<file path="src/rtl/ps2_pkg.sv">
// ps2_pkg: shared scan codes, state encodings and frame builder for the PS/2 autotyper
package ps2_pkg;

   localparam logic [7:0] PS2_BREAK     = 8'hF0;
   localparam logic [7:0] PS2_KEY_B     = 8'h32;
   localparam logic [7:0] PS2_KEY_C     = 8'h21;
   localparam logic [7:0] PS2_KEY_ENTER = 8'h5A;

   // gap counter must hold KEY_GAP-1 (2.5M at 25 MHz needs 22 bits)
   localparam int GAP_W  = 24;
   localparam int HALF_W = 16;

   typedef enum logic [1:0] {TX_IDLE, TX_SHIFT_HI, TX_SHIFT_LO} tx_state_t;

   typedef enum logic [2:0] {SEQ_IDLE, SEQ_ARM, SEQ_FRAME, SEQ_BYTE_WAIT, SEQ_KEY_WAIT} seq_state_t;

   // device-to-host frame, bit 0 goes out first: start, data LSB first, odd parity, stop
   function automatic logic [10:0] ps2_frame(input logic [7:0] code);
      return {1'b1, ~^code, code, 1'b0};
   endfunction

endpackage

</file>
<file path="src/rtl/ps2_frame_tx.sv">
// ps2_frame_tx: shifts one 11-bit PS/2 frame out on a clock/data pair
module ps2_frame_tx
   import ps2_pkg::*;
#(
   parameter int unsigned CLK_HALF = 1000
)(
   input  logic       clk,
   input  logic       reset,
   input  logic [7:0] tx_byte_i,
   input  logic       send_i,
   output logic       ps2clk_o,
   output logic       ps2data_o,
   output logic       frame_done_o
);

   localparam logic [HALF_W-1:0] HALF_LOAD = HALF_W'(CLK_HALF - 1);

   tx_state_t         state_q, state_d;
   logic [HALF_W-1:0] cnt_q, cnt_d;
   logic [3:0]        bitcnt_q, bitcnt_d;
   logic [10:0]       shreg_q, shreg_d;
   logic              clk_q, clk_d;

   // data line is the shift register LSB, so it only moves when a new bit is presented
   assign ps2clk_o  = clk_q;
   assign ps2data_o = shreg_q[0];

   // state, half-period counter, bit counter and line registers
   always_ff @(posedge clk or posedge reset) begin
      if (reset) begin
         state_q  <= TX_IDLE;
         cnt_q    <= '0;
         bitcnt_q <= '0;
         shreg_q  <= '1;
         clk_q    <= 1'b1;
      end else begin
         state_q  <= state_d;
         cnt_q    <= cnt_d;
         bitcnt_q <= bitcnt_d;
         shreg_q  <= shreg_d;
         clk_q    <= clk_d;
      end
   end

   // high half presents a bit, low half lets the host sample it; ones shift in behind the frame
   always_comb begin
      state_d      = state_q;
      cnt_d        = cnt_q;
      bitcnt_d     = bitcnt_q;
      shreg_d      = shreg_q;
      clk_d        = clk_q;
      frame_done_o = 1'b0;
      case (state_q)
         TX_IDLE: if (send_i) begin
            shreg_d  = ps2_frame(tx_byte_i);
            bitcnt_d = '0;
            cnt_d    = HALF_LOAD;
            clk_d    = 1'b1;
            state_d  = TX_SHIFT_HI;
         end
         TX_SHIFT_HI: if (cnt_q != '0) cnt_d = cnt_q - 1'b1;
         else begin
            cnt_d   = HALF_LOAD;
            clk_d   = 1'b0;
            state_d = TX_SHIFT_LO;
         end
         TX_SHIFT_LO: if (cnt_q != '0) cnt_d = cnt_q - 1'b1;
         else if (bitcnt_q < 4'd10) begin
            bitcnt_d = bitcnt_q + 1'b1;
            shreg_d  = {1'b1, shreg_q[10:1]};
            cnt_d    = HALF_LOAD;
            clk_d    = 1'b1;
            state_d  = TX_SHIFT_HI;
         end else begin
            frame_done_o = 1'b1;
            shreg_d      = '1;
            clk_d        = 1'b1;
            state_d      = TX_IDLE;
         end
         default: state_d = TX_IDLE;
      endcase
   end

endmodule

</file>
<file path="src/rtl/ps2_autotype.sv">
// ps2_autotype: replays a scripted list of set-2 keys as make/break PS/2 frames
module ps2_autotype
   import ps2_pkg::*;
#(
   parameter int unsigned  CLK_HALF   = 1000,
   parameter int unsigned  BYTE_GAP   = 2500,
   parameter int unsigned  KEY_GAP    = 2500000,
   parameter int unsigned  SCRIPT_LEN = 5,
   parameter logic [127:0] SCRIPT     = {88'h0, PS2_KEY_ENTER, PS2_KEY_ENTER, PS2_KEY_ENTER, PS2_KEY_C, PS2_KEY_B}
)(
   input  logic       clk,
   input  logic       reset,
   input  logic       start,
   output logic       ps2clk,
   output logic       ps2data,
   output logic       busy,
   output logic       done,
   output logic [3:0] key_index
);

   localparam logic [GAP_W-1:0] BYTE_LOAD = GAP_W'(BYTE_GAP - 1);
   localparam logic [GAP_W-1:0] KEY_LOAD  = GAP_W'(KEY_GAP - 1);
   localparam logic [3:0]       LAST_KEY  = 4'(SCRIPT_LEN - 1);

   seq_state_t       state_q, state_d;
   logic [GAP_W-1:0] cnt_q, cnt_d;
   logic [1:0]       phase_q, phase_d;
   logic [3:0]       key_q, key_d;
   logic             busy_q, busy_d;
   logic             done_q, done_d;
   logic             send;
   logic             frame_done;
   logic [7:0]       tx_byte;

   assign busy      = busy_q;
   assign done      = done_q;
   assign key_index = key_q;

   // byte is chosen from the upcoming phase/key so it is valid on the cycle send fires
   assign tx_byte = (phase_d == 2'd1) ? PS2_BREAK : SCRIPT[{key_d, 3'b000} +: 8];

   // sequencer state, shared gap counter, phase/key position and status flags
   always_ff @(posedge clk or posedge reset) begin
      if (reset) begin
         state_q <= SEQ_IDLE;
         cnt_q   <= '0;
         phase_q <= '0;
         key_q   <= '0;
         busy_q  <= 1'b0;
         done_q  <= 1'b0;
      end else begin
         state_q <= state_d;
         cnt_q   <= cnt_d;
         phase_q <= phase_d;
         key_q   <= key_d;
         busy_q  <= busy_d;
         done_q  <= done_d;
      end
   end

   // ARM adds the one cycle between sampling start and the first start bit; gaps end with send
   always_comb begin
      state_d = state_q;
      cnt_d   = cnt_q;
      phase_d = phase_q;
      key_d   = key_q;
      busy_d  = busy_q;
      done_d  = 1'b0;
      send    = 1'b0;
      case (state_q)
         SEQ_IDLE: if (start) begin
            phase_d = '0;
            key_d   = '0;
            state_d = SEQ_ARM;
         end
         SEQ_ARM: begin
            send    = 1'b1;
            busy_d  = 1'b1;
            state_d = SEQ_FRAME;
         end
         SEQ_FRAME: if (frame_done) begin
            cnt_d   = (phase_q < 2'd2) ? BYTE_LOAD : KEY_LOAD;
            state_d = (phase_q < 2'd2) ? SEQ_BYTE_WAIT : SEQ_KEY_WAIT;
         end
         SEQ_BYTE_WAIT: if (cnt_q != '0) cnt_d = cnt_q - 1'b1;
         else begin
            phase_d = phase_q + 1'b1;
            send    = 1'b1;
            state_d = SEQ_FRAME;
         end
         SEQ_KEY_WAIT: if (cnt_q != '0) cnt_d = cnt_q - 1'b1;
         else if (key_q == LAST_KEY) begin
            done_d  = 1'b1;
            busy_d  = 1'b0;
            state_d = SEQ_IDLE;
         end else begin
            key_d   = key_q + 1'b1;
            phase_d = '0;
            send    = 1'b1;
            state_d = SEQ_FRAME;
         end
         default: state_d = SEQ_IDLE;
      endcase
   end

   ps2_frame_tx #(.CLK_HALF(CLK_HALF)) u_tx (
      .clk          (clk),
      .reset        (reset),
      .tx_byte_i    (tx_byte),
      .send_i       (send),
      .ps2clk_o     (ps2clk),
      .ps2data_o    (ps2data),
      .frame_done_o (frame_done)
   );

endmodule

</file>
<file path="config.mk">
export PLATFORM = sky130hd
export DESIGN_NAME = ps2_autotype
export DESIGN_NICKNAME = d
export VERILOG_FILES = /design/src/rtl/ps2_pkg.sv /design/src/rtl/ps2_frame_tx.sv /design/src/rtl/ps2_autotype.sv
export SDC_FILE = /design/constraint.sdc
export NUM_CORES = 1
export LEC_CHECK = 0
export CORE_MARGIN = 2
export CORE_UTILIZATION = 55
export DETAILED_ROUTE_END_ITERATION = 6
export GPL_ROUTABILITY_DRIVEN = 0
export PLACE_DENSITY_LB_ADDON = 0.05
export SYNTH_ARGS = -nofsm -noshare
export SYNTH_HDL_FRONTEND = slang
export SYNTH_SLANG_ARGS = --single-unit
</file>
<file path="constraint.sdc">
create_clock -name clk -period 3 [get_ports clk]
set_input_delay 0.3 -clock clk [delete_from_list [all_inputs] [get_ports clk]]
set_output_delay 0.3 -clock clk [all_outputs]
set_load 0.01 [all_outputs]
</file>
==> flow_summary_export.csv, run 1 <==
group,metric,value,unit
status,status,"finished clean",
die,dieArea,7880,um^2
die,core,6870,um^2
finish,layout_commonest_cell,"dfrtp_1",
critical_path,path_buf_inv,2,
yosys,netlist.area_leader.share,36.1,%
yosys,synth.avg_cell_area,8.92,um^2
timing,layout_min_cycle_time,2.73,ns
yosys,synth.distinct_cells,68,
clock_network,cts.sinks,68,
timing,slew-limit-headroom,42.0,%
die,die_w,88.7,um
routing,vias,3447,
yosys,synth_edf_count,0,
finish,nets,483,
routing,drtIter0Drc,264,
clock_network,clk_pin_slew_worst_paths,0.08,ns
finish,n_antenna_cell,0,
placed_design,io_buffer_count,10,
yosys,yosys_warnings,0,
clock_network,htreeDepth,3,
timing,rsz0062_at_grt,"false",
routing,ant_nets,0,
timing,fin_crit_sh,90.9,%
yosys,syn_area,3950,um^2
critical_path,cp_top_family,"simple AND/OR/NAND/NOR gates",
grt,grt_pass1_vias,3190,
critical_path,crit_fanout,13,
yosys,ys.flop_type,"dfrtp_1",
yosys,synthMuxAreaShare,1.05,%
power,power_leakage,1.93,nW
critical_path,slowest_delay,0.53,ns
job,max_cap_violations,0,
grt,grt_pass1_wl,15000,um
finish,area_growth,14.3,%
timing,setup_violations,0,
critical_path,crit_chain,"inv_1 > ha_1 > nor3b_2 > nand4_1 > buf_12 > or4_1 > a221oi_4 > nor3b_1 > o21ai_1 > a211oi_1",
die,rows,30,
die,ioPinCount,11,
timing,slew_viol_final,0,
critical_path,slowest_stage,"or4_1",
yosys,synthXorXnorAreaFrac,1.77,%
routing,wl_per_cell,15.6,um
clock_network,clk_latency,0.34,ns
critical_path,arrival,2.99,ns
clock_network,cts-root-buf,"clkbuf_8",
timing,timing.setup.tns,0,ns
timing,fmax,0.367,GHz
critical_path,required,3.26,ns
timing,worst_pin_slew,0.848,ns
yosys,synth_largest_area_cell,"dfrtp_1",
routing,drt_pass1_iterations,7,
die,die-height,88.7,um
critical_path,cp-end-kind,"flip-flop",
timing,skew,0.00933,ns
grt,antenna_found_initial,0,
yosys,ys_async_sr_fraction,100,%
routing,vias_per_cell,6.04,
critical_path,crit_start,"cnt_q[0]",
critical_path,critPathLaunchType,"flip-flop",
finish,layout-drive-gt1-share,16.4,%
timing,hold_viol,0,
clock_network,clock_path_buffers,2,
power,p_per_area,766,nW/um^2
yosys,synthTopCellsByArea,"dfrtp_1 (36%), dfstp_2 (7.3%), nor2_1 (4.8%), nand2_1 (4.5%), o21ai_0 (4.2%)",
clock_network,cts_buffers,9,
grt,grt_start_max_net_pins,69,
power,peakVddDrop,0.000296,V
clock_network,cts_hold_buf,0,
worst_hold_path,min_path_type,"input pin to asynchronous set/reset pin",
yosys,synth_compound_area_share,22.2,%
routing,drt_wl_total,8940,um
yosys,synth-simple-area-share,24.0,%
critical_path,r2r_start,"cnt_q[0]",
yosys,synth-seq-cells,68,
yosys,synth_nets,456,
placed_design,hpwl,6100,um
routing,drc_errors,0,
yosys,synth_top_family_by_area,"simple AND/OR/NAND/NOR gates",
clock_network,cts_tree,"yes",
yosys,synthAdderAreaFrac,3.17,%
yosys,synth_cells,443,
power,power,3.46,mW
grt,grtUsageTotal,24.1,%
grt,gr-total-overflow,0,
finish,layout_common_cells,"dfrtp_1 (57), nor2_1 (50), nand2_1 (46)",
die,initial_core_util,57.5,%
critical_path,crit_type,"flip-flop to flip-flop",
yosys,yosysSeqAreaShare,43.4,%
routing by layer:
layer | track usage, % | vias up | wire (um)
met2 | 37.2 | 74 | 4170
met3 | 3.08 | 14 | 304
met4 | 10.3 | 0 | 129
li1 | - | 1685 | -
met5 | 0 | - | 0
met1 | 34.1 | 1674 | 4330
where the power goes:
part           internal, mW  switching, mW  leakage (nW)
Sequential             1.11          0.142         0.853
Clock                 0.575          0.372         0.122
Combinational         0.497          0.762         0.952
state kept, by name, summed over array words and instances (netlist names):
register       cells
u_tx.ps2clk_o      1
done               1
busy               1
key_index          4
u_tx.state_q       2
cnt_q             24
phase_q            2
u_tx.shreg_q      10
u_tx.cnt_q        16
u_tx.bitcnt_q      4
state_q            3
synthesized netlist by cell type (8+ instances only):
| cell type | number |
|---|---|
| a21oi_1 | 24 |
| a31oi_1 | 13 |
| clkbuf_1 | 8 |
| dfrtp_1 | 57 |
| dfstp_2 | 11 |
| ha_1 | 10 |
| inv_1 | 18 |
| nand2_1 | 47 |
| nand4_1 | 8 |
| nor2_1 | 50 |
| nor3_1 | 22 |
| nor4_1 | 8 |
| o21ai_0 | 33 |
| o21ai_1 | 17 |
| or3_1 | 9 |
worst paths after layout:
path | end | slack (ns) | cells past startpoint
max in group asynchronous | u_tx.shreg_q[4] | 2.31 | 3
min in group clk | u_tx.shreg_q[8] | 0.46 | 2
max reg2reg | u_tx.shreg_q[7] | 0.27 | 10
min reg2reg | u_tx.shreg_q[8] | 0.46 | 2
max | u_tx.shreg_q[7] | 0.27 | 10
min | u_tx.cnt_q[9] | 0.36 | 3
worst reg2reg max path: cells and delay by family (launching register included):
| kind | cells | cell delay [ns] |
|---|---|---|
| AO/OA/AOI/OAI | 3 | 0.68 |
| adder cells (fa/ha/maj) | 1 | 0.19 |
| buffers and inverters | 2 | 0.25 |
| flip-flops | 1 | 0.41 |
| AND/OR/NAND/NOR | 4 | 1.13 |
what timing repair did:
action,4_1_cts,5_1_grt
buffers inserted,0,3
gates resized for setup,0,3
endpoints found under the setup margin,0,7
endpoints found under the hold margin,0,0
final cells by class:
cell class                      count  area (um^2)
Sequential cell                    68         1720
Timing Repair Buffer               31          283
Tap cell                           96          120
Clock inverter                      6          111
Multi-Input combinational cell    342         2080
Fill cell                         580         2350
Clock buffer                       10          138
Inverter                           18         67.6
cell families after synthesis:
family | after synthesis
DFF | 68
and+or+nand+nor | 186
adders and majority gates | 10
buffers and inverters | 33
muxes | 4
xor gates and xnor gates | 8
AOI/OAI and AO/OA | 134
per-stage QoR:
stage          cells  hold slack [ns]  area [um^2]  utilization [%]  setup slack [ns]
6_report         571            0.355         4520             65.8             0.273
5_1_grt          571            0.399         4520             65.8            0.0492
4_1_cts          568            0.367         4480             65.2             0.133
3_5_place_dp     552            0.454         4230             61.5             0.134
3_3_place_gp     552            0.447         4230             61.5             0.196
2_1_floorplan    443            0.441         3950                -             0.471
No activity file was read; power rests on OpenSTA's default activity.
==> run 2, diff against run 1 <==
- CORE_UTILIZATION: 55 -> 40
==> run 2 against run 1 <==
Against the previous run: sequential share of layout area increased by 0.48 points; hold slack improved by 0.0032 ns; routed wire length increased by 7.9%; die area increased by 36%; maximum frequency decreased by 2.2%; critical endpoint is now u_tx.shreg_q[2]; first-iteration DRC count decreased by 47%; cell area decreased by 1.2%; global-route usage decreased by 4.4 points; setup slack got worse by 0.061 ns; highest routed layer unchanged.
==> flow_summary_export.csv, run 2 (synthesized netlist as in run 1, its figures left out) <==
group,metric,value,unit
power,intPower,1.95,mW
critical_path,required,3.28,ns
timing,fin_crit_sh,92.9,%
power,seqPwrFrac,39.0,%
timing,skew,0.00837,ns
timing,layout_min_cycle_time,2.79,ns
finish,instances_no_fill,604,
routing,drc_errors,0,
grt,busiest_layer,"met2",
routing,drt_wl_total,9640,um
finish,largest_reg_flops,24,
grt,grt_pass1_wl,16500,um
placed_design,io_buffer_count,10,
timing,hold_viol,0,
clock_network,cts.sinks,68,
routing,vias_per_cell,5.67,
timing,slew-limit-headroom,38.9,%
critical_path,cp_top_family,"simple AND/OR/NAND/NOR gates",
power,power_frac_comb,37.9,%
die,initial_core_util,40.8,%
timing,fmax,0.359,GHz
timing,rsz0062_at_grt,"false",
clock_network,cts_tree,"yes",
timing,timing.setup.tns,0,ns
finish,regMostFlops,"cnt_q",
finish,nets,479,
timing,worst_pin_slew,0.894,ns
clock_network,cts_setup_buffers,0,
critical_path,crit_chain,"inv_1 > ha_1 > nor3b_2 > nand4_1 > buf_4 > or4_1 > a221oi_4 > mux2i_1 > a311oi_2 > a21oi_1",
die,die-height,103,um
critical_path,slowest_delay,0.54,ns
grt,antenna_found_initial,0,
grt,grtUsageMet1,28.3,%
routing,ant_nets,0,
routing,drtIter0Drc,139,
clock_network,cts-root-buf,"clkbuf_8",
timing,slew_viol_final,0,
clock_network,clk_pin_slew_worst_paths,0.08,ns
critical_path,crit_fanout,13,
placed_design,pre_cts_slack,0.0643,ns
critical_path,path_buf_inv,2,
placed_design,hpwl,6750,um
clock_network,cts_buffers,9,
die,core,9680,um^2
grt,met2_usage,30.3,%
grt,grt_pass1_vias,3259,
timing,setup_violations,0,
status,status,"finished clean",
clock_network,clk_latency,0.35,ns
timing,setup_slack,0.212,ns
die,ioPinCount,11,
power,p_per_area,725,nW/um^2
power,switching_share,39.6,%
worst_hold_path,min_path_type,"input pin to asynchronous set/reset pin",
power,switchingPower,1.28,mW
clock_network,clock_path_buffers,2,
finish,layout-drive-gt1-share,15.1,%
critical_path,cp-end-kind,"flip-flop",
finish,layout_common_cells,"dfrtp_1 (57), nor2_1 (50), nand2_1 (47)",
routing,drt_pass1_iterations,4,
finish,layout_commonest_cell,"dfrtp_1",
finish,top_regs,"cnt_q x24, u_tx.cnt_q x16, u_tx.shreg_q x10",
placed_design,dp_cells,588,
power,power,3.23,mW
grt,gr-total-overflow,0,
power,peakVddDrop,0.000227,V
clock_network,htreeDepth,3,
power,power_leakage,1.88,nW
critical_path,crit_type,"flip-flop to flip-flop",
die,rows,36,
finish,area_growth,12.9,%
grt,gr-usage-met3,3.29,%
critical_path,critPathLaunchType,"flip-flop",
die,die_w,103,um
power,clkPwrFrac,23.1,%
critical_path,slowest_stage,"or4_1",
grt,grt_start_max_net_pins,41,
die,dieArea,10700,um^2
finish,n_antenna_cell,0,
grt,grtUsageTotal,19.7,%
routing,vias,3422,
critical_path,arrival,3.06,ns
job,max_cap_violations,0,
routing,wl_per_cell,16.0,um
run 2: metal layers:
metal	up-vias	part of all wire, %
li1	1682	-
met1	1692	49
met2	37	47
met3	11	2.4
met4	0	1.5
met5	-	0
run 2: cell type report:
class	instances	area (um^2)
Multi-Input combinational cell	342	2090
Clock inverter	5	52.6
Fill cell	951	5220
Inverter	18	67.6
Clock buffer	11	131
Sequential cell	68	1720
Timing Repair Buffer	27	240
Tap cell	133	166
run 2: stage by stage:
| stage | hold slack, ns | instance area [um^2] | utilization, % |
|---|---|---|---|
| 6_report | 0.358 | 4460 | 46.1 |
| 5_1_grt | 0.427 | 4460 | 46.1 |
| 4_1_cts | 0.404 | 4440 | 45.8 |
| 3_5_place_dp | 0.459 | 4250 | 43.9 |
| 3_3_place_gp | 0.454 | 4250 | 43.9 |
| 2_1_floorplan | 0.441 | 3950 | - |
run 2: timing repair:
| item | 4_1_cts | 5_1_grt |
|---|---|---|
| setup endpoints to repair | 0 | 12 |
| resized for setup | 0 | 3 |
| hold buffers | 0 | 0 |
run 2: path summary, 6_finish.rpt:
check	cells after the start	start	to	slack (ns)
max in group asynchronous	3	reset	u_tx.shreg_q[4]	1.93
min in group clk	2	u_tx.shreg_q[1]	u_tx.shreg_q[1]	0.47
worst max register to register	10	cnt_q[0]	u_tx.shreg_q[2]	0.21
worst min-delay path	2	reset	cnt_q[8]	0.36
worst max-delay path	10	cnt_q[0]	u_tx.shreg_q[2]	0.21
worst min register to register	2	u_tx.shreg_q[1]	u_tx.shreg_q[1]	0.47
run 2: worst register-to-register path: stages (launching register included):
cell	delay (ns)
dfrtp_1	0.41
inv_1	0.07
ha_1	0.20
nor3b_2	0.25
nand4_1	0.11
buf_4	0.20
or4_1	0.54
a221oi_4	0.35
mux2i_1	0.21
a311oi_2	0.31
a21oi_1	0.07
run 2: power by group through the flow:
| stage | Clock, mW | Combinational [mW] | Sequential [mW] |
|---|---|---|---|
| after global placement | 0 | 1.22 | 1.27 |
| after detailed placement | 0 | 1.22 | 1.27 |
| after CTS | 0.772 | 1.23 | 1.26 |
| after floorplan | 0 | 0.988 | 1.22 |
| final | 0.747 | 1.23 | 1.26 |
| after global routing | 0.810 | 1.39 | 1.29 |
==> run 3, diff against run 2 <==
- GPL_TIMING_DRIVEN: unset -> 1
==> results of run 3 <==
Final layout, timing and power as in run 2 (identical DEF).
